**src/rtl/hxmpp_pkg.sv**
```systemverilog
// Shared readout types and helpers for the HCM/HIM read path.
// Holds the readout state enum, the HIM row width and the slot-extract function.
package hxmpp_pkg;

  localparam int HIT_W     = 32;
  localparam int N_SLOTS   = 4;
  localparam int NCOLS_HIM = HIT_W * N_SLOTS;

  typedef enum logic [2:0] {
    IDLE,
    HCM_RD,
    HCM_WAIT,
    HIM_RD,
    HIM_WAIT,
    STREAM,
    DONE
  } rd_state_t;

  function automatic logic [HIT_W-1:0] slot(input logic [NCOLS_HIM-1:0] row, input int k);
    return row[k*HIT_W +: HIT_W];
  endfunction

endpackage

```
**src/rtl/hcm_hit_readout_if.sv**
```systemverilog
// Request, hit-stream and row-status signals of the HCM/HIM readout engine.
// The slave modport is the engine side; master is the requester/consumer side.
interface hcm_hit_readout_if #(
  parameter int ROWINDEXBITS_HCM = 10,
  parameter int HITINFOBITS      = 32,
  parameter int MAXHITNBITS      = 3
);
  logic                        req_valid;
  logic                        req_ready;
  logic [ROWINDEXBITS_HCM-1:0] req_row;
  logic                        hit_valid;
  logic                        hit_ready;
  logic                        hit_last;
  logic [HITINFOBITS-1:0]      hit_info;
  logic                        row_done;
  logic [MAXHITNBITS-1:0]      row_nhits;
  logic                        row_overflow;
  logic                        row_error;

  modport master (
    output req_valid, req_row, hit_ready,
    input  req_ready, hit_valid, hit_info, hit_last,
           row_done, row_nhits, row_overflow, row_error
  );

  modport slave (
    input  req_valid, req_row, hit_ready,
    output req_ready, hit_valid, hit_info, hit_last,
           row_done, row_nhits, row_overflow, row_error
  );
endinterface

```
**src/rtl/hcm_hit_readout_serializer.sv**
```systemverilog
// Captures one HIM row and emits its first nbeats slots on a registered valid/ready stream.
// drained pulses combinationally on the handshake of the final beat.
module hit_slot_serializer
  import hxmpp_pkg::*;
#(
  parameter int HITINFOBITS = HIT_W,
  parameter int NSLOTS      = N_SLOTS,
  parameter int MAXHITNBITS = 3
) (
  input  logic                          clk,
  input  logic                          reset,
  input  logic                          load,
  input  logic [MAXHITNBITS-1:0]        nbeats,
  input  logic [HITINFOBITS*NSLOTS-1:0] row_data,
  input  logic                          hit_ready,
  output logic                          hit_valid,
  output logic [HITINFOBITS-1:0]        hit_info,
  output logic                          hit_last,
  output logic                          drained
);

  logic [HITINFOBITS*NSLOTS-1:0] row_q;
  logic [MAXHITNBITS-1:0]        beat;
  logic [MAXHITNBITS-1:0]        nbeats_q;
  logic                          accept;

  assign accept  = hit_valid && hit_ready;
  assign drained = accept && hit_last;

  always_ff @(posedge clk or posedge reset) begin
    if (reset) begin
      row_q     <= '0;
      beat      <= '0;
      nbeats_q  <= '0;
      hit_valid <= 1'b0;
      hit_info  <= '0;
      hit_last  <= 1'b0;
    end else if (load) begin
      row_q     <= row_data;
      nbeats_q  <= nbeats;
      beat      <= '0;
      hit_valid <= 1'b1;
      hit_info  <= slot(row_data, 0);
      hit_last  <= (nbeats == MAXHITNBITS'(1));
    end else if (accept) begin
      if (hit_last) begin
        hit_valid <= 1'b0;
        hit_last  <= 1'b0;
        hit_info  <= '0;
      end else begin
        // beat still names the slot just accepted; look one ahead for the next one
        beat     <= beat + MAXHITNBITS'(1);
        hit_info <= slot(row_q, int'(beat) + 1);
        hit_last <= (beat + MAXHITNBITS'(2) == nbeats_q);
      end
    end
  end

endmodule

```
**src/rtl/hcm_hit_readout.sv**
```systemverilog
// Readout engine: HCM row lookup, HIM row fetch, serialised hit stream.
// Optional HCM read timeout is enabled by defining HCM_READOUT_TIMEOUT_EN.
//
//   state    | meaning
//   IDLE     | req_ready high, waiting for a request
//   HCM_RD   | one-cycle hcm_readRow strobe
//   HCM_WAIT | waiting for hcm_readFinished (optionally bounded)
//   HIM_RD   | one-cycle him_en strobe
//   HIM_WAIT | counting down the BRAM read latency
//   STREAM   | serializer emitting hits
//   DONE     | one-cycle row_done with row status
module hcm_hit_readout
  import hxmpp_pkg::*;
#(
  parameter int ROWINDEXBITS_HCM = 10,
  parameter int ROWINDEXBITS_HIM = 8,
  parameter int HITINFOBITS      = 32,
  parameter int MAXHITNBITS      = 3,
  parameter int NSLOTS           = 4,
  parameter int BRAM_READDELAY   = 2,
  parameter int TIMEOUT          = 64
) (
  input  logic                          clk,
  input  logic                          reset,
  hcm_hit_readout_if.slave              bus,
  output logic                          hcm_readRow,
  output logic [ROWINDEXBITS_HCM-1:0]   hcm_rowToRead,
  input  logic                          hcm_readFinished,
  input  logic [MAXHITNBITS-1:0]        hcm_readNHits,
  input  logic [ROWINDEXBITS_HIM-1:0]   hcm_readHIM_addr,
  output logic                          him_en,
  output logic [ROWINDEXBITS_HIM-1:0]   him_addr,
  input  logic [HITINFOBITS*NSLOTS-1:0] him_data
);

  localparam int WAIT_W = $clog2(BRAM_READDELAY) + 1;

  rd_state_t              state;
  logic [MAXHITNBITS-1:0] nhits_q;
  logic [WAIT_W-1:0]      wait_cnt;
  logic                   load;
  logic                   drained;
  logic [MAXHITNBITS-1:0] nbeats;

  assign load   = (state == HIM_WAIT) && (wait_cnt == '0);
  assign nbeats = (int'(nhits_q) > NSLOTS) ? MAXHITNBITS'(NSLOTS) : nhits_q;

`ifdef HCM_READOUT_TIMEOUT_EN
  localparam int TO_W = $clog2(TIMEOUT) + 1;
  logic [TO_W-1:0] to_cnt;
`else
  localparam int unused_timeout = TIMEOUT;
  assign bus.row_error = 1'b0;
`endif

  always_ff @(posedge clk or posedge reset) begin
    if (reset) begin
      state            <= IDLE;
      nhits_q          <= '0;
      wait_cnt         <= '0;
      bus.req_ready    <= 1'b1;
      hcm_readRow      <= 1'b0;
      hcm_rowToRead    <= '0;
      him_en           <= 1'b0;
      him_addr         <= '0;
      bus.row_done     <= 1'b0;
      bus.row_nhits    <= '0;
      bus.row_overflow <= 1'b0;
`ifdef HCM_READOUT_TIMEOUT_EN
      to_cnt           <= '0;
      bus.row_error    <= 1'b0;
`endif
    end else begin
      hcm_readRow      <= 1'b0;
      him_en           <= 1'b0;
      bus.row_done     <= 1'b0;
      bus.row_nhits    <= '0;
      bus.row_overflow <= 1'b0;
`ifdef HCM_READOUT_TIMEOUT_EN
      bus.row_error    <= 1'b0;
`endif
      case (state)
        IDLE: if (bus.req_valid) begin
          hcm_rowToRead <= bus.req_row;
          hcm_readRow   <= 1'b1;
          bus.req_ready <= 1'b0;
          state         <= HCM_RD;
        end
        HCM_RD: begin
          state <= HCM_WAIT;
`ifdef HCM_READOUT_TIMEOUT_EN
          to_cnt <= TO_W'(TIMEOUT - 1);
`endif
        end
        HCM_WAIT: if (hcm_readFinished) begin
          nhits_q  <= hcm_readNHits;
          him_addr <= hcm_readHIM_addr;
          if (hcm_readNHits == '0) begin
            state        <= DONE;
            bus.row_done <= 1'b1;
          end else begin
            state  <= HIM_RD;
            him_en <= 1'b1;
          end
        end
`ifdef HCM_READOUT_TIMEOUT_EN
        else if (to_cnt == '0) begin
          state         <= DONE;
          nhits_q       <= '0;
          bus.row_done  <= 1'b1;
          bus.row_error <= 1'b1;
        end else begin
          to_cnt <= to_cnt - TO_W'(1);
        end
`endif
        HIM_RD: begin
          wait_cnt <= WAIT_W'(BRAM_READDELAY - 1);
          state    <= HIM_WAIT;
        end
        HIM_WAIT: begin
          if (load) state <= STREAM;
          else      wait_cnt <= wait_cnt - WAIT_W'(1);
        end
        STREAM: if (drained) begin
          state            <= DONE;
          bus.row_done     <= 1'b1;
          bus.row_nhits    <= nhits_q;
          bus.row_overflow <= (int'(nhits_q) > NSLOTS);
        end
        DONE: begin
          state         <= IDLE;
          bus.req_ready <= 1'b1;
        end
        default: state <= IDLE;
      endcase
    end
  end

  hit_slot_serializer #(
    .HITINFOBITS (HITINFOBITS),
    .NSLOTS      (NSLOTS),
    .MAXHITNBITS (MAXHITNBITS)
  ) u_ser (
    .clk       (clk),
    .reset     (reset),
    .load      (load),
    .nbeats    (nbeats),
    .row_data  (him_data),
    .hit_ready (bus.hit_ready),
    .hit_valid (bus.hit_valid),
    .hit_info  (bus.hit_info),
    .hit_last  (bus.hit_last),
    .drained   (drained)
  );

endmodule

```
**src/flat_wrapper.sv**
```systemverilog
// flat-port wrapper written by rule: the top's interface ports become plain ports
module hcm_hit_readout_flat import hxmpp_pkg::*;
#(
  parameter int ROWINDEXBITS_HCM = 10,
  parameter int ROWINDEXBITS_HIM = 8,
  parameter int HITINFOBITS      = 32,
  parameter int MAXHITNBITS      = 3,
  parameter int NSLOTS           = 4,
  parameter int BRAM_READDELAY   = 2,
  parameter int TIMEOUT          = 64
)
  (clk, reset, hcm_readRow, hcm_rowToRead, hcm_readFinished, hcm_readNHits, hcm_readHIM_addr, him_en, him_addr, him_data, bus_req_valid, bus_req_row, bus_hit_ready, bus_req_ready, bus_hit_valid, bus_hit_info, bus_hit_last, bus_row_done, bus_row_nhits, bus_row_overflow, bus_row_error);
  hcm_hit_readout_if #(.ROWINDEXBITS_HCM(ROWINDEXBITS_HCM), .HITINFOBITS(HITINFOBITS), .MAXHITNBITS(MAXHITNBITS)) bus_i ();
  input  logic clk;
  input  logic reset;
  output logic hcm_readRow;
  output logic [ROWINDEXBITS_HCM-1:0] hcm_rowToRead;
  input  logic hcm_readFinished;
  input  logic [MAXHITNBITS-1:0] hcm_readNHits;
  input  logic [ROWINDEXBITS_HIM-1:0] hcm_readHIM_addr;
  output logic him_en;
  output logic [ROWINDEXBITS_HIM-1:0] him_addr;
  input  logic [HITINFOBITS*NSLOTS-1:0] him_data;
  input wire logic [$bits(bus_i.req_valid)-1:0] bus_req_valid;
  input wire logic [$bits(bus_i.req_row)-1:0] bus_req_row;
  input wire logic [$bits(bus_i.hit_ready)-1:0] bus_hit_ready;
  output wire logic [$bits(bus_i.req_ready)-1:0] bus_req_ready;
  output wire logic [$bits(bus_i.hit_valid)-1:0] bus_hit_valid;
  output wire logic [$bits(bus_i.hit_info)-1:0] bus_hit_info;
  output wire logic [$bits(bus_i.hit_last)-1:0] bus_hit_last;
  output wire logic [$bits(bus_i.row_done)-1:0] bus_row_done;
  output wire logic [$bits(bus_i.row_nhits)-1:0] bus_row_nhits;
  output wire logic [$bits(bus_i.row_overflow)-1:0] bus_row_overflow;
  output wire logic [$bits(bus_i.row_error)-1:0] bus_row_error;
  assign bus_i.req_valid = bus_req_valid;
  assign bus_i.req_row = bus_req_row;
  assign bus_i.hit_ready = bus_hit_ready;
  assign bus_req_ready = bus_i.req_ready;
  assign bus_hit_valid = bus_i.hit_valid;
  assign bus_hit_info = bus_i.hit_info;
  assign bus_hit_last = bus_i.hit_last;
  assign bus_row_done = bus_i.row_done;
  assign bus_row_nhits = bus_i.row_nhits;
  assign bus_row_overflow = bus_i.row_overflow;
  assign bus_row_error = bus_i.row_error;
  hcm_hit_readout #(.ROWINDEXBITS_HCM(ROWINDEXBITS_HCM), .ROWINDEXBITS_HIM(ROWINDEXBITS_HIM), .HITINFOBITS(HITINFOBITS), .MAXHITNBITS(MAXHITNBITS), .NSLOTS(NSLOTS), .BRAM_READDELAY(BRAM_READDELAY), .TIMEOUT(TIMEOUT)) u_core (.clk(clk), .reset(reset), .bus(bus_i), .hcm_readRow(hcm_readRow), .hcm_rowToRead(hcm_rowToRead), .hcm_readFinished(hcm_readFinished), .hcm_readNHits(hcm_readNHits), .hcm_readHIM_addr(hcm_readHIM_addr), .him_en(him_en), .him_addr(him_addr), .him_data(him_data));
endmodule
```
**config.mk**
```make
export PLATFORM = sky130hd
export DESIGN_NAME = hcm_hit_readout_flat
export DESIGN_NICKNAME = d
export VERILOG_FILES = /design/src/rtl/hxmpp_pkg.sv /design/src/rtl/hcm_hit_readout_if.sv /design/src/rtl/hcm_hit_readout_serializer.sv /design/src/rtl/hcm_hit_readout.sv /design/src/flat_wrapper.sv
export SDC_FILE = /design/constraint.sdc
export NUM_CORES = 1
export LEC_CHECK = 0
export CAP_MARGIN = 10
export CORE_MARGIN = 4
export CORE_UTILIZATION = 44
export CTS_BUF_LIST = sky130_fd_sc_hd__clkbuf_2 sky130_fd_sc_hd__clkbuf_4 sky130_fd_sc_hd__clkbuf_8
export CTS_CLUSTER_DIAMETER = 80
export DETAILED_ROUTE_END_ITERATION = 16
export PLACE_DENSITY = 0.87
export SYNTH_ARGS = -nofsm -noshare
export SYNTH_HDL_FRONTEND = slang
export SYNTH_HIERARCHICAL = 1
export SYNTH_SLANG_ARGS = --single-unit
export TNS_END_PERCENT = 30
```
**constraint.sdc**
```tcl
create_clock -name clk -period 4.7 [get_ports clk]
set_input_delay 0.94 -clock clk [delete_from_list [all_inputs] [get_ports clk]]
set_output_delay 0.94 -clock clk [all_outputs]
set_load 0.02 [all_outputs]
```
==> impl_metrics.prom, run 1 <==
# TYPE chip_impl_metric gauge
chip_impl_metric{name="count_of_buffering_cells_on_the_critical_path_with_inverters_included",unit=""} 1
chip_impl_metric{name="drt_pre_antenna_iters",unit=""} 4
chip_impl_metric{name="insertedDiodeCount",unit=""} 0
chip_impl_metric{name="fp.coreArea",unit="µm²"} 16500
chip_impl_metric{name="synth_seq_cells",unit=""} 170
chip_impl_metric{name="cap_violations",unit=""} 0
chip_impl_metric{name="dpl.cell_count",unit=""} 924
chip_impl_metric{name="global_route.usage.total",unit=""} 0.192
chip_impl_metric{name="grt_antenna_before_repair",unit=""} 0
chip_impl_metric{name="postLayoutCellArea",unit="µm²"} 10000
chip_impl_metric{name="nFillCells",unit=""} 1196
chip_impl_info{name="crit_type",value="reg2out"} 1
chip_impl_metric{name="total_number_of_nets_in_the_final_design",unit=""} 879
chip_impl_metric{name="final_antenna_net_count",unit=""} 0
chip_impl_metric{name="post_drt_via_cell_ratio",unit=""} 5.32
chip_impl_metric{name="layout-drive-gt1-share",unit=""} 0.0965
chip_impl_info{name="min-delay-path-class",value="reg2reg"} 1
chip_impl_metric{name="synth_warnings",unit=""} 6
chip_impl_metric{name="timing.clock.skew",unit="ns"} 0.0117
chip_impl_info{name="cp_cell_sequence",value="clkdlybuf4s50_1"} 1
chip_impl_metric{name="die_height",unit="µm"} 137
chip_impl_metric{name="io_pins",unit=""} 215
chip_impl_metric{name="clkTransAtPathRegs",unit="ns"} 0.08
chip_impl_metric{name="path_max_fanout",unit=""} 6
chip_impl_metric{name="grt_start_max_net_pins",unit=""} 140
chip_impl_metric{name="wirelength",unit="µm"} 18100
chip_impl_info{name="critical_path.endpoint_type",value="output port"} 1
chip_impl_metric{name="die_x",unit="µm"} 137
chip_impl_metric{name="ir_worst_vdd",unit="µV"} 270
chip_impl_metric{name="critPathArrivalTime",unit="ns"} 1.65
chip_impl_info{name="worst_path_max_delay_cell",value="sky130_fd_sc_hd__clkdlybuf4s50_1"} 1
chip_impl_metric{name="finalCriticalPeriod",unit="ns"} 2.59
chip_impl_metric{name="ctsResizeCount",unit=""} 0
chip_impl_metric{name="filler_free_cell_count_of_the_finished_design",unit=""} 956
chip_impl_metric{name="grt.met2_usage",unit=""} 0.316
chip_impl_metric{name="grt_pass1_wl",unit="µm"} 28100
chip_impl_metric{name="place.detailed.hpwl",unit="µm"} 12600
chip_impl_metric{name="tightest_slew",unit="ns"} 1.07
chip_impl_metric{name="netlist-cell-type-count",unit=""} 46
chip_impl_metric{name="finalSetupViolCount",unit=""} 0
chip_impl_metric{name="number_of_global_route_vias_before_repair",unit=""} 5560
chip_impl_metric{name="clk-insertion-delay-late",unit="ns"} 0.45
chip_impl_metric{name="rows",unit=""} 47
chip_impl_info{name="tritoncts",value="done"} 1
chip_impl_metric{name="post-route-worst-setup-slack",unit="ns"} 2.11
chip_impl_metric{name="synthesis.instances",unit=""} 525
chip_impl_metric{name="port-buffer-count",unit=""} 213
chip_impl_info{name="clk_root_buffer_cell",value="sky130_fd_sc_hd__clkbuf_8"} 1
chip_impl_metric{name="post_cts_hold_buffer_count",unit=""} 0
chip_impl_metric{name="numClockSinks",unit=""} 170
chip_impl_metric{name="finalHoldViolCount",unit=""} 0
chip_impl_metric{name="grtUsageMet3",unit=""} 0.0785
chip_impl_info{name="rsz0062_at_grt",value="false"} 1
chip_impl_metric{name="whs",unit="ns"} 0.488
chip_impl_metric{name="power-per-cell-area",unit="nW/µm²"} 584
chip_impl_metric{name="critPathMaxStageDelay",unit="ns"} 0.68
chip_impl_info{name="cp_top_family",value="buffers and inverters"} 1
chip_impl_metric{name="die_area",unit="µm²"} 18900
chip_impl_metric{name="leakage",unit="nW"} 4.35
chip_impl_metric{name="totalPowerFinal",unit="mW"} 5.84
chip_impl_metric{name="initial_core_utilization",unit=""} 0.447
chip_impl_metric{name="standard_cell_area_after_detailed_placement",unit="µm²"} 9600
chip_impl_metric{name="globalRouteMet1Util",unit=""} 0.227
chip_impl_metric{name="via_count",unit=""} 5084
chip_impl_info{name="top_usage_layer",value="met2"} 1
chip_impl_metric{name="globalRoute.totalOverflow",unit=""} 0
chip_impl_metric{name="wl_per_cell",unit="µm"} 19.0
chip_impl_metric{name="flow.area_growth_from_synthesis",unit="%"} 35.8
chip_impl_metric{name="final_core_density",unit=""} 0.607
chip_impl_info{name="start_kind",value="flop"} 1
chip_impl_metric{name="synth.cell_area",unit="µm²"} 7370
chip_impl_metric{name="seq_area",unit="µm²"} 4260
chip_impl_metric{name="dp_slack",unit="ns"} 1.93
chip_impl_metric{name="tritoncts.num_buffers",unit=""} 17
chip_impl_metric{name="cts_max_path_buffers",unit=""} 2
chip_impl_metric{name="post_synthesis_async_set_or_reset_flop_share",unit=""} 1.00
chip_impl_metric{name="cts_setup_buffers",unit=""} 0
chip_impl_metric{name="post_synth_edffs",unit=""} 0
chip_impl_info{name="synth_ff_type",value="sky130_fd_sc_hd__dfrtp_1"} 1
chip_impl_info{name="outcome",value="completed"} 1
chip_impl_metric{name="multiInputGateArea",unit="µm²"} 2860
chip_impl_metric{name="synth_fp_nets",unit=""} 681
chip_impl_metric{name="required",unit="ns"} 3.76
chip_impl_metric{name="htree_num_levels",unit=""} 4
chip_impl_metric{name="syn_avg_cell_area",unit="µm²"} 14.0
chip_impl_metric{name="fmax",unit="MHz"} 386
chip_impl_metric{name="relSlewSlack",unit=""} 0.286
chip_impl_metric{name="detail_route.iter0.violations",unit=""} 252
chip_impl_metric{name="gp_congestion",unit=""} 0.822
chip_impl_metric{name="post-route-drc-count",unit=""} 0
chip_impl_metric{name="drv_slew",unit=""} 0
chip_impl_metric{name="finalSetupTns",unit="ns"} 0
chip_impl_metric{name="period_share",unit=""} 0.551
chip_impl_metric{name="seq_area_frac_synth",unit=""} 0.578
final timing paths:
path | slack (ns) | cells past startpoint | from | to
setup / recovery | 2.11 | 1 | u_core/u_ser/hit_valid | bus_hit_valid
setup reg to reg | 2.27 | 8 | u_core/wait_cnt[0] | u_core/u_ser/hit_info[7]
hold / removal | 0.49 | 1 | u_core/u_ser/row_q[35] | u_core/u_ser/row_q[35]
min in group asynchronous | 1.00 | 3 | reset | u_core/him_addr[6]
hold reg to reg | 0.49 | 1 | u_core/u_ser/row_q[35] | u_core/u_ser/row_q[35]
max in group asynchronous | 2.77 | 3 | reset | u_core/u_ser/row_q[66]
synth_stat cells (3+ instances only):
master / count / area, µm²
sky130_fd_sc_hd__a21oi_1: 5 / 25.0
sky130_fd_sc_hd__a22oi_1: 32 / 240
sky130_fd_sc_hd__a2bb2oi_1: 32 / 280
sky130_fd_sc_hd__and2_1: 3 / 18.8
sky130_fd_sc_hd__buf_2: 17 / 85.1
sky130_fd_sc_hd__buf_4: 5 / 37.5
sky130_fd_sc_hd__buf_6: 6 / 67.6
sky130_fd_sc_hd__clkbuf_1: 10 / 37.5
sky130_fd_sc_hd__dfrtp_1: 169 / 4230
sky130_fd_sc_hd__inv_1: 7 / 26.3
sky130_fd_sc_hd__mux2_1: 99 / 1110
sky130_fd_sc_hd__mux2_2: 12 / 135
sky130_fd_sc_hd__mux2_4: 9 / 135
sky130_fd_sc_hd__mux2i_1: 33 / 330
sky130_fd_sc_hd__nand2_1: 5 / 18.8
sky130_fd_sc_hd__nor2_1: 5 / 18.8
sky130_fd_sc_hd__nor2b_1: 4 / 25.0
sky130_fd_sc_hd__o21ai_0: 3 / 15.0
sky130_fd_sc_hd__o21ai_1: 33 / 165
sky130_fd_sc_hd__xnor2_1: 3 / 26.3
sky130_fd_sc_hd__xor2_1: 3 / 26.3
final cells by class:
type                       instances  share of cell area
clock inverter                    14              0.0158
inverter                           7             0.00313
multi-input combinational        309               0.286
sequential                       170               0.426
timing repair buffer             218               0.218
tap                              220              0.0275
clock buffer                      18              0.0241
sequential cells by signal, indices dropped and copies added (netlist names), 2 cells and up:
name / flops
u_core/u_ser/beat: 3
u_core/state: 3
u_core/u_ser/nbeats_q: 3
u_core/bus.row_nhits: 3
u_core/nhits_q: 3
u_core/u_ser/row_q: 96
u_core/wait_cnt: 2
u_core/him_addr: 8
u_core/hcm_rowToRead: 10
u_core/u_ser/hit_info: 32
kinds of logic after synthesis:
group / synth area share
AO/OA/AOI/OAI: 0.107
other: 0.000509
XOR/XNOR: 0.00714
buffers and inverters: 0.0372
flip-flops: 0.578
adder cells (fa/ha/maj): 0.00340
multiplexers: 0.233
AND/OR/NAND/NOR: 0.0341
metal layers:
layer  wire (µm)  up-vias
met1        7300     2520
li1            -     2318
met3        1690       28
met5           0        -
met2        8820      218
met4         315        0
cells in the final DEF (no fill, tap or decap), types with 2 or more instances in the layout:
master and n:
sky130_fd_sc_hd__inv_6 7, sky130_fd_sc_hd__inv_1 6, sky130_fd_sc_hd__mux2_2 12, sky130_fd_sc_hd__bufinv_16 2, sky130_fd_sc_hd__and3_1 2, sky130_fd_sc_hd__clkinvlp_4 2, sky130_fd_sc_hd__ha_1 2, sky130_fd_sc_hd__xnor2_1 3
sky130_fd_sc_hd__o21bai_1 2, sky130_fd_sc_hd__nand4b_1 2, sky130_fd_sc_hd__mux2i_1 33, sky130_fd_sc_hd__clkdlybuf4s50_1 213, sky130_fd_sc_hd__o21ai_0 3, sky130_fd_sc_hd__nor2b_1 3, sky130_fd_sc_hd__o21ai_1 33, sky130_fd_sc_hd__clkinv_2 2
sky130_fd_sc_hd__and2_1 3, sky130_fd_sc_hd__mux2_4 9, sky130_fd_sc_hd__nand2_1 5, sky130_fd_sc_hd__nor2_1 5, sky130_fd_sc_hd__xor2_1 3, sky130_fd_sc_hd__mux2_1 99, sky130_fd_sc_hd__clkbuf_8 17, sky130_fd_sc_hd__a2bb2oi_1 32
sky130_fd_sc_hd__a22oi_1 32, sky130_fd_sc_hd__a21oi_1 5, sky130_fd_sc_hd__buf_4 4, sky130_fd_sc_hd__dfrtp_1 168
power by group:
part | total (mW) | internal [mW] | switching, mW
clock | 1.04 | 0.490 | 0.553
combinational | 2.28 | 1.23 | 1.05
sequential | 2.51 | 2.10 | 0.419
total | 5.84 | 3.82 | 2.02
No activity file was read; power rests on OpenSTA's default activity.
==> inputs of run 2 (changes only) <==
==> constraint.sdc (replaced) <==
create_clock -name clk -period 2.32 [get_ports clk]
set_input_delay 0.464 -clock clk [delete_from_list [all_inputs] [get_ports clk]]
set_output_delay 0.464 -clock clk [all_outputs]
set_load 0.02 [all_outputs]
==> impl_metrics.prom, run 2 (same netlist as run 1, synthesis figures left out) <==
# TYPE chip_impl_metric gauge
chip_impl_metric{name="gp_congestion",unit=""} 0.874
chip_impl_metric{name="dpl.cell_count",unit=""} 932
chip_impl_metric{name="p_switching",unit="mW"} 4.06
chip_impl_metric{name="wirelength",unit="µm"} 18500
chip_impl_info{name="top_usage_layer",value="met2"} 1
chip_impl_metric{name="global_route.usage.total",unit=""} 0.198
chip_impl_info{name="clk_root_buffer_cell",value="sky130_fd_sc_hd__clkbuf_8"} 1
chip_impl_metric{name="via_count",unit=""} 5133
chip_impl_metric{name="globalRoute.totalOverflow",unit=""} 0
chip_impl_metric{name="critPathArrivalTime",unit="ns"} 2.54
chip_impl_metric{name="cts_setup_buffers",unit=""} 0
chip_impl_info{name="most-common-layout-cells",value="sky130_fd_sc_hd__clkdlybuf4s50_1 (213), sky130_fd_sc_hd__dfrtp_1 (168), sky130_fd_sc_hd__mux2_1 (99)"} 1
chip_impl_metric{name="standard_cell_area_after_detailed_placement",unit="µm²"} 9710
chip_impl_metric{name="number_of_global_route_vias_before_repair",unit=""} 5608
chip_impl_metric{name="seq_area",unit="µm²"} 4260
chip_impl_metric{name="fp.coreArea",unit="µm²"} 16500
chip_impl_metric{name="finalSetupViolCount",unit=""} 0
chip_impl_metric{name="io_pins",unit=""} 215
chip_impl_metric{name="largest_register_ff_count",unit=""} 96
chip_impl_metric{name="ir_worst_vdd",unit="µV"} 531
chip_impl_info{name="rsz0062_at_grt",value="false"} 1
chip_impl_info{name="largest_register",value="u_core/u_ser/row_q"} 1
chip_impl_metric{name="required",unit="ns"} 2.65
chip_impl_metric{name="final_core_density",unit=""} 0.615
chip_impl_metric{name="clk-insertion-delay-late",unit="ns"} 0.45
chip_impl_info{name="crit_type",value="reg2reg"} 1
chip_impl_metric{name="power_frac_clock",unit=""} 0.184
chip_impl_metric{name="flow.area_growth_from_synthesis",unit="%"} 37.6
chip_impl_metric{name="tightest_slew",unit="ns"} 1.08
chip_impl_metric{name="initial_core_utilization",unit=""} 0.447
chip_impl_metric{name="filler_free_cell_count_of_the_finished_design",unit=""} 964
chip_impl_metric{name="clkTransAtPathRegs",unit="ns"} 0.09
chip_impl_info{name="min-delay-path-class",value="in2async"} 1
chip_impl_metric{name="grt_antenna_before_repair",unit=""} 0
chip_impl_metric{name="dp_slack",unit="ns"} 0.112
chip_impl_metric{name="fmax",unit="MHz"} 454
chip_impl_info{name="critPathMostFrequentCell",value="sky130_fd_sc_hd__buf_12"} 1
chip_impl_metric{name="pwr-share-seq",unit=""} 0.425
chip_impl_metric{name="multiInputGateArea",unit="µm²"} 2860
chip_impl_info{name="commonest_non_fill_non_tap_cell_in_the_layout",value="sky130_fd_sc_hd__clkdlybuf4s50_1"} 1
chip_impl_metric{name="cap_violations",unit=""} 0
chip_impl_metric{name="place.detailed.hpwl",unit="µm"} 13000
chip_impl_metric{name="finalHoldViolCount",unit=""} 0
chip_impl_metric{name="grtUsageMet3",unit=""} 0.0592
chip_impl_metric{name="die_area",unit="µm²"} 18900
chip_impl_metric{name="p_comb_frac",unit=""} 0.390
chip_impl_metric{name="rows",unit=""} 47
chip_impl_metric{name="finalCriticalPeriod",unit="ns"} 2.20
chip_impl_info{name="worst_path_max_delay_cell",value="sky130_fd_sc_hd__dfrtp_1"} 1
chip_impl_info{name="tritoncts",value="done"} 1
chip_impl_metric{name="count_of_buffering_cells_on_the_critical_path_with_inverters_included",unit=""} 3
chip_impl_info{name="cp_top_family",value="buffers and inverters"} 1
chip_impl_metric{name="drt_pre_antenna_iters",unit=""} 5
chip_impl_info{name="start_kind",value="flop"} 1
chip_impl_metric{name="grt_start_max_net_pins",unit=""} 69
chip_impl_metric{name="final_antenna_net_count",unit=""} 0
chip_impl_info{name="cp_cell_sequence",value="inv_1 -> ha_1 -> nand2_1 -> nor3_2 -> buf_12 -> buf_12 -> mux2_1"} 1
chip_impl_metric{name="whs",unit="ns"} 0.480
chip_impl_metric{name="nFillCells",unit=""} 1215
chip_impl_info{name="critical_path.endpoint_type",value="flop"} 1
chip_impl_metric{name="grt.met2_usage",unit=""} 0.334
chip_impl_metric{name="numClockSinks",unit=""} 170
chip_impl_metric{name="critPathMaxStageDelay",unit="ns"} 0.40
chip_impl_metric{name="post_drt_via_cell_ratio",unit=""} 5.32
chip_impl_metric{name="totalPowerFinal",unit="mW"} 12.0
chip_impl_metric{name="layout-drive-gt1-share",unit=""} 0.106
chip_impl_metric{name="path_max_fanout",unit=""} 43
chip_impl_metric{name="htree_num_levels",unit=""} 4
chip_impl_metric{name="p_int",unit="mW"} 7.89
chip_impl_metric{name="finalSetupTns",unit="ns"} 0
chip_impl_metric{name="die_height",unit="µm"} 137
chip_impl_metric{name="cts_max_path_buffers",unit=""} 2
chip_impl_metric{name="port-buffer-count",unit=""} 213
chip_impl_metric{name="postLayoutCellArea",unit="µm²"} 10100
chip_impl_metric{name="detail_route.iter0.violations",unit=""} 222
chip_impl_metric{name="insertedDiodeCount",unit=""} 0
chip_impl_info{name="outcome",value="completed"} 1
chip_impl_metric{name="relSlewSlack",unit=""} 0.281
chip_impl_metric{name="ctsResizeCount",unit=""} 0
chip_impl_metric{name="leakage",unit="nW"} 4.40
chip_impl_metric{name="post-route-worst-setup-slack",unit="ns"} 0.116
chip_impl_metric{name="timing.clock.skew",unit="ns"} 0.0125
chip_impl_metric{name="globalRouteMet1Util",unit=""} 0.243
chip_impl_metric{name="sw_frac_of_total",unit=""} 0.340
chip_impl_metric{name="total_number_of_nets_in_the_final_design",unit=""} 887
chip_impl_metric{name="power-per-cell-area",unit="nW/µm²"} 1180
chip_impl_metric{name="die_x",unit="µm"} 137
chip_impl_info{name="largest_registers",value="u_core/u_ser/row_q x96, u_core/u_ser/hit_info x32, u_core/hcm_rowToRead x10"} 1
chip_impl_metric{name="grt_pass1_wl",unit="µm"} 28700
chip_impl_metric{name="wl_per_cell",unit="µm"} 19.2
chip_impl_metric{name="post_cts_hold_buffer_count",unit=""} 0
chip_impl_metric{name="tritoncts.num_buffers",unit=""} 17
chip_impl_metric{name="drv_slew",unit=""} 0
chip_impl_metric{name="post-route-drc-count",unit=""} 0
chip_impl_metric{name="period_share",unit=""} 0.950
## run 2: changes by cell type in the layout (fill, tap and decap cells not counted)
cell and delta:
sky130_fd_sc_hd__clkinv_4 +1, sky130_fd_sc_hd__clkbuf_8 +1, sky130_fd_sc_hd__buf_12 +4, sky130_fd_sc_hd__inv_6 -4, sky130_fd_sc_hd__buf_4 +4, sky130_fd_sc_hd__inv_8 -1, sky130_fd_sc_hd__clkinvlp_4 +2, sky130_fd_sc_hd__bufinv_16 +1
## run 2: worst register-to-register path, delay by kind of cell (launching register included)
kind,cells,cell delay (ns)
DFF,1,0.40
adders and majority gates,1,0.20
and+or+nand+nor,2,0.47
muxes,1,0.39
buffers and inverters,3,0.65
## run 2: power by group through the flow
| stage | combinational, mW | sequential, mW | clock, mW |
|---|---|---|---|
| after floorplan | 2.91 | 5.20 | 0 |
| after detailed placement | 4.70 | 5.13 | 0 |
| after global routing | 5.05 | 5.23 | 2.38 |
| final | 4.67 | 5.09 | 2.20 |
| after CTS | 4.72 | 5.09 | 2.27 |
| after global placement | 4.52 | 5.02 | 0 |
## run 2: path summary, 6_finish.rpt
path                                    startpoint                      end  slack [ns]  cells after the start
setup / recovery                u_core/wait_cnt[0]   u_core/u_ser/row_q[88]        0.12                      7
hold / removal                               reset       u_core/him_addr[1]        0.48                      3
setup reg to reg                u_core/wait_cnt[0]   u_core/u_ser/row_q[88]        0.12                      7
hold reg to reg            u_core/u_ser/row_q[121]  u_core/u_ser/row_q[121]        0.49                      1
max in group asynchronous                    reset  u_core/u_ser/row_q[116]        1.50                      3
min in group clk           u_core/u_ser/row_q[121]  u_core/u_ser/row_q[121]        0.49                      1
## run 2: metal layers
layer  vias to the layer above  routed length (µm)
met5                         -                   0
met3                        18                1570
met4                         0                 185
met1                      2564                7580
met2                       226                9170
li1                       2325                   -
## run 2: final cells by class
class	count	share of cell area
Clock buffer	19	0.0252
Clock inverter	13	0.0164
Inverter	7	0.00296
Multi-Input combinational cell	309	0.282
Sequential cell	170	0.420
Tap cell	220	0.0272
Timing Repair Buffer	226	0.226
==> inputs of run 3 (changes only) <==
--- a/config.mk
+++ b/config.mk
@@ -6,7 +6,7 @@
 export NUM_CORES = 1
 export LEC_CHECK = 0
 export CAP_MARGIN = 10
-export CORE_MARGIN = 4
+export CORE_MARGIN = 8
 export CORE_UTILIZATION = 44
 export CTS_BUF_LIST = sky130_fd_sc_hd__clkbuf_2 sky130_fd_sc_hd__clkbuf_4 sky130_fd_sc_hd__clkbuf_8
 export CTS_CLUSTER_DIAMETER = 80
==> constraint.sdc (replaced) <==
create_clock -name clk -period 1.95 [get_ports clk]
set_input_delay 0.39 -clock clk [delete_from_list [all_inputs] [get_ports clk]]
set_output_delay 0.39 -clock clk [all_outputs]
set_load 0.02 [all_outputs]
==> impl_metrics.prom, run 3 (same netlist as run 1, synthesis figures left out) <==
# TYPE chip_impl_metric gauge
chip_impl_info{name="outcome",value="completed"} 1
chip_impl_info{name="rsz0062_at_grt",value="true"} 1
chip_impl_metric{name="finalCriticalPeriod",unit="ns"} 1.89
chip_impl_metric{name="total_number_of_nets_in_the_final_design",unit=""} 893
chip_impl_info{name="largest_register",value="u_core/u_ser/row_q"} 1
chip_impl_metric{name="post-route-drc-count",unit=""} 0
chip_impl_metric{name="cts_setup_buffers",unit=""} 0
chip_impl_metric{name="insertedDiodeCount",unit=""} 0
chip_impl_metric{name="port-buffer-count",unit=""} 213
chip_impl_metric{name="die_area",unit="µm²"} 21100
chip_impl_info{name="start_kind",value="flop"} 1
chip_impl_metric{name="filler_free_cell_count_of_the_finished_design",unit=""} 969
chip_impl_metric{name="whs",unit="ns"} 0.416
chip_impl_metric{name="numClockSinks",unit=""} 170
chip_impl_metric{name="die_height",unit="µm"} 145
chip_impl_metric{name="io_pins",unit=""} 215
chip_impl_metric{name="drt_pre_antenna_iters",unit=""} 5
chip_impl_metric{name="finalSetupViolCount",unit=""} 0
chip_impl_metric{name="standard_cell_area_after_detailed_placement",unit="µm²"} 9820
chip_impl_metric{name="post_drt_via_cell_ratio",unit=""} 5.33
chip_impl_metric{name="global_route.usage.total",unit=""} 0.188
chip_impl_metric{name="critPathMaxStageDelay",unit="ns"} 0.41
chip_impl_metric{name="initial_core_utilization",unit=""} 0.447
chip_impl_metric{name="power_frac_clock",unit=""} 0.175
chip_impl_metric{name="via_count",unit=""} 5165
chip_impl_metric{name="p_comb_frac",unit=""} 0.404
chip_impl_info{name="largest_registers",value="u_core/u_ser/row_q x96, u_core/u_ser/hit_info x32, u_core/hcm_rowToRead x10"} 1
chip_impl_metric{name="grt_start_max_net_pins",unit=""} 81
chip_impl_metric{name="ir_worst_vdd",unit="µV"} 709
chip_impl_metric{name="rows",unit=""} 47
chip_impl_metric{name="finalSetupTns",unit="ns"} 0
chip_impl_metric{name="postLayoutCellArea",unit="µm²"} 10200
chip_impl_info{name="cp_top_family",value="simple AND/OR/NAND/NOR gates"} 1
chip_impl_metric{name="nFillCells",unit=""} 1245
chip_impl_metric{name="pwr-share-seq",unit=""} 0.421
chip_impl_metric{name="final_core_density",unit=""} 0.620
chip_impl_metric{name="post_cts_hold_buffer_count",unit=""} 0
chip_impl_metric{name="grt_antenna_before_repair",unit=""} 0
chip_impl_metric{name="wl_per_cell",unit="µm"} 20.2
chip_impl_metric{name="fmax",unit="MHz"} 530
chip_impl_metric{name="largest_register_ff_count",unit=""} 96
chip_impl_info{name="crit_type",value="reg2reg"} 1
chip_impl_metric{name="wirelength",unit="µm"} 19600
chip_impl_info{name="min-delay-path-class",value="in2async"} 1
chip_impl_metric{name="drv_slew",unit=""} 0
chip_impl_metric{name="layout-drive-gt1-share",unit=""} 0.116
chip_impl_metric{name="fp.coreArea",unit="µm²"} 16500
chip_impl_info{name="cp_cell_sequence",value="inv_1 -> ha_2 -> nand2_1 -> nor3_2 -> buf_12 -> or3_4 -> o21ai_1"} 1
chip_impl_metric{name="count_of_buffering_cells_on_the_critical_path_with_inverters_included",unit=""} 2
chip_impl_metric{name="p_int",unit="mW"} 9.33
chip_impl_metric{name="multiInputGateArea",unit="µm²"} 2860
chip_impl_metric{name="leakage",unit="nW"} 4.47
chip_impl_metric{name="dp_slack",unit="ns"} 0.0163
chip_impl_metric{name="relSlewSlack",unit=""} 0.339
chip_impl_info{name="critical_path.endpoint_type",value="flop"} 1
chip_impl_metric{name="final_antenna_net_count",unit=""} 0
chip_impl_metric{name="detail_route.iter0.violations",unit=""} 273
chip_impl_metric{name="die_x",unit="µm"} 145
chip_impl_metric{name="tritoncts.num_buffers",unit=""} 17
chip_impl_metric{name="clk-insertion-delay-late",unit="ns"} 0.46
chip_impl_metric{name="sw_frac_of_total",unit=""} 0.347
chip_impl_info{name="clk_root_buffer_cell",value="sky130_fd_sc_hd__clkbuf_8"} 1
chip_impl_metric{name="path_max_fanout",unit=""} 32
chip_impl_metric{name="gp_congestion",unit=""} 0.833
chip_impl_metric{name="dpl.cell_count",unit=""} 938
chip_impl_metric{name="totalPowerFinal",unit="mW"} 14.3
chip_impl_info{name="most-common-layout-cells",value="sky130_fd_sc_hd__clkdlybuf4s50_1 (209), sky130_fd_sc_hd__dfrtp_1 (167), sky130_fd_sc_hd__mux2_1 (99)"} 1
chip_impl_metric{name="clkTransAtPathRegs",unit="ns"} 0.09
chip_impl_metric{name="cap_violations",unit=""} 0
chip_impl_metric{name="grt_pass1_wl",unit="µm"} 31600
chip_impl_metric{name="power-per-cell-area",unit="nW/µm²"} 1400
chip_impl_metric{name="required",unit="ns"} 2.27
chip_impl_metric{name="period_share",unit=""} 0.967
chip_impl_metric{name="place.detailed.hpwl",unit="µm"} 14400
chip_impl_metric{name="globalRoute.totalOverflow",unit=""} 0
chip_impl_metric{name="number_of_global_route_vias_before_repair",unit=""} 6018
chip_impl_metric{name="critPathArrivalTime",unit="ns"} 2.21
chip_impl_metric{name="flow.area_growth_from_synthesis",unit="%"} 38.7
chip_impl_metric{name="tightest_slew",unit="ns"} 0.990
chip_impl_metric{name="timing.clock.skew",unit="ns"} 0.0172
chip_impl_metric{name="post-route-worst-setup-slack",unit="ns"} 0.0639
chip_impl_metric{name="cts_max_path_buffers",unit=""} 2
chip_impl_metric{name="htree_num_levels",unit=""} 4
chip_impl_info{name="commonest_non_fill_non_tap_cell_in_the_layout",value="sky130_fd_sc_hd__clkdlybuf4s50_1"} 1
chip_impl_metric{name="finalHoldViolCount",unit=""} 0
chip_impl_metric{name="p_switching",unit="mW"} 4.96
chip_impl_info{name="tritoncts",value="done"} 1
chip_impl_info{name="worst_path_max_delay_cell",value="sky130_fd_sc_hd__or3_4"} 1
chip_impl_metric{name="seq_area",unit="µm²"} 4260
==> run 3: cell count changes in the layout (fill, tap and decap cells not counted), sizes merged, moves of 2 or more <==
cell | before | now
buf | 13 | 19
clkbuf | 19 | 17
clkdlybuf4s50 | 213 | 209
clkinvlp | 4 | 2
dlygate4sd2 | 0 | 3
inv | 9 | 13
==> run 3: power by group through the flow <==
| stage | logic [mW] | registers (mW) | clock network (mW) |
|---|---|---|---|
| 2_1_floorplan | 3.46 | 6.19 | 0 |
| 3_3_place_gp | 5.57 | 5.94 | 0 |
| 3_5_place_dp | 5.83 | 6.07 | 0 |
| 4_1_cts | 5.82 | 6.01 | 2.59 |
| 5_1_grt | 6.22 | 6.21 | 2.73 |
| 6_report | 5.78 | 6.01 | 2.50 |
==> run 3: repair_timing <==
item	CTS	global route
setup endpoints to repair	3	35
pin swaps	0	1
gates resized for setup	4	3
==> run 3: layout make-up <==
type | count | share of cell area
inverter | 7 | 0.00294
clock inverter | 14 | 0.0158
sequential | 170 | 0.417
multi-input combinational | 309 | 0.280
clock buffer | 17 | 0.0229
tap | 220 | 0.0269
timing repair buffer | 232 | 0.235
==> run 3: metal layers <==
metal / up-vias / GRT usage / part of all wire
met5: - / 0 / 0
met2: 211 / 0.320 / 0.49
met3: 31 / 0.0765 / 0.084
li1: 2340 / - / -
met4: 0 / 0.0635 / 0.019
met1: 2583 / 0.210 / 0.41
==> run 3: worst paths after layout <==
check	from	endpoint	slack (ns)	depth (start not counted)
max	u_core/wait_cnt[1]	u_core/u_ser/hit_info[7]	0.06	7
min	reset	u_core/him_addr[3]	0.42	3
max reg2reg	u_core/wait_cnt[1]	u_core/u_ser/hit_info[7]	0.06	7
min reg2reg	u_core/u_ser/row_q[35]	u_core/u_ser/row_q[35]	0.49	1
max in group asynchronous	reset	u_core/u_ser/beat[1]	1.10	3
min in group clk	u_core/u_ser/row_q[35]	u_core/u_ser/row_q[35]	0.49	1
==> run 3: tightest hold or removal path, stage by stage <==
cell                              delay, ns
sky130_fd_sc_hd__clkdlybuf4s50_1       0.46
sky130_fd_sc_hd__inv_1                 0.07
sky130_fd_sc_hd__buf_4                 0.37
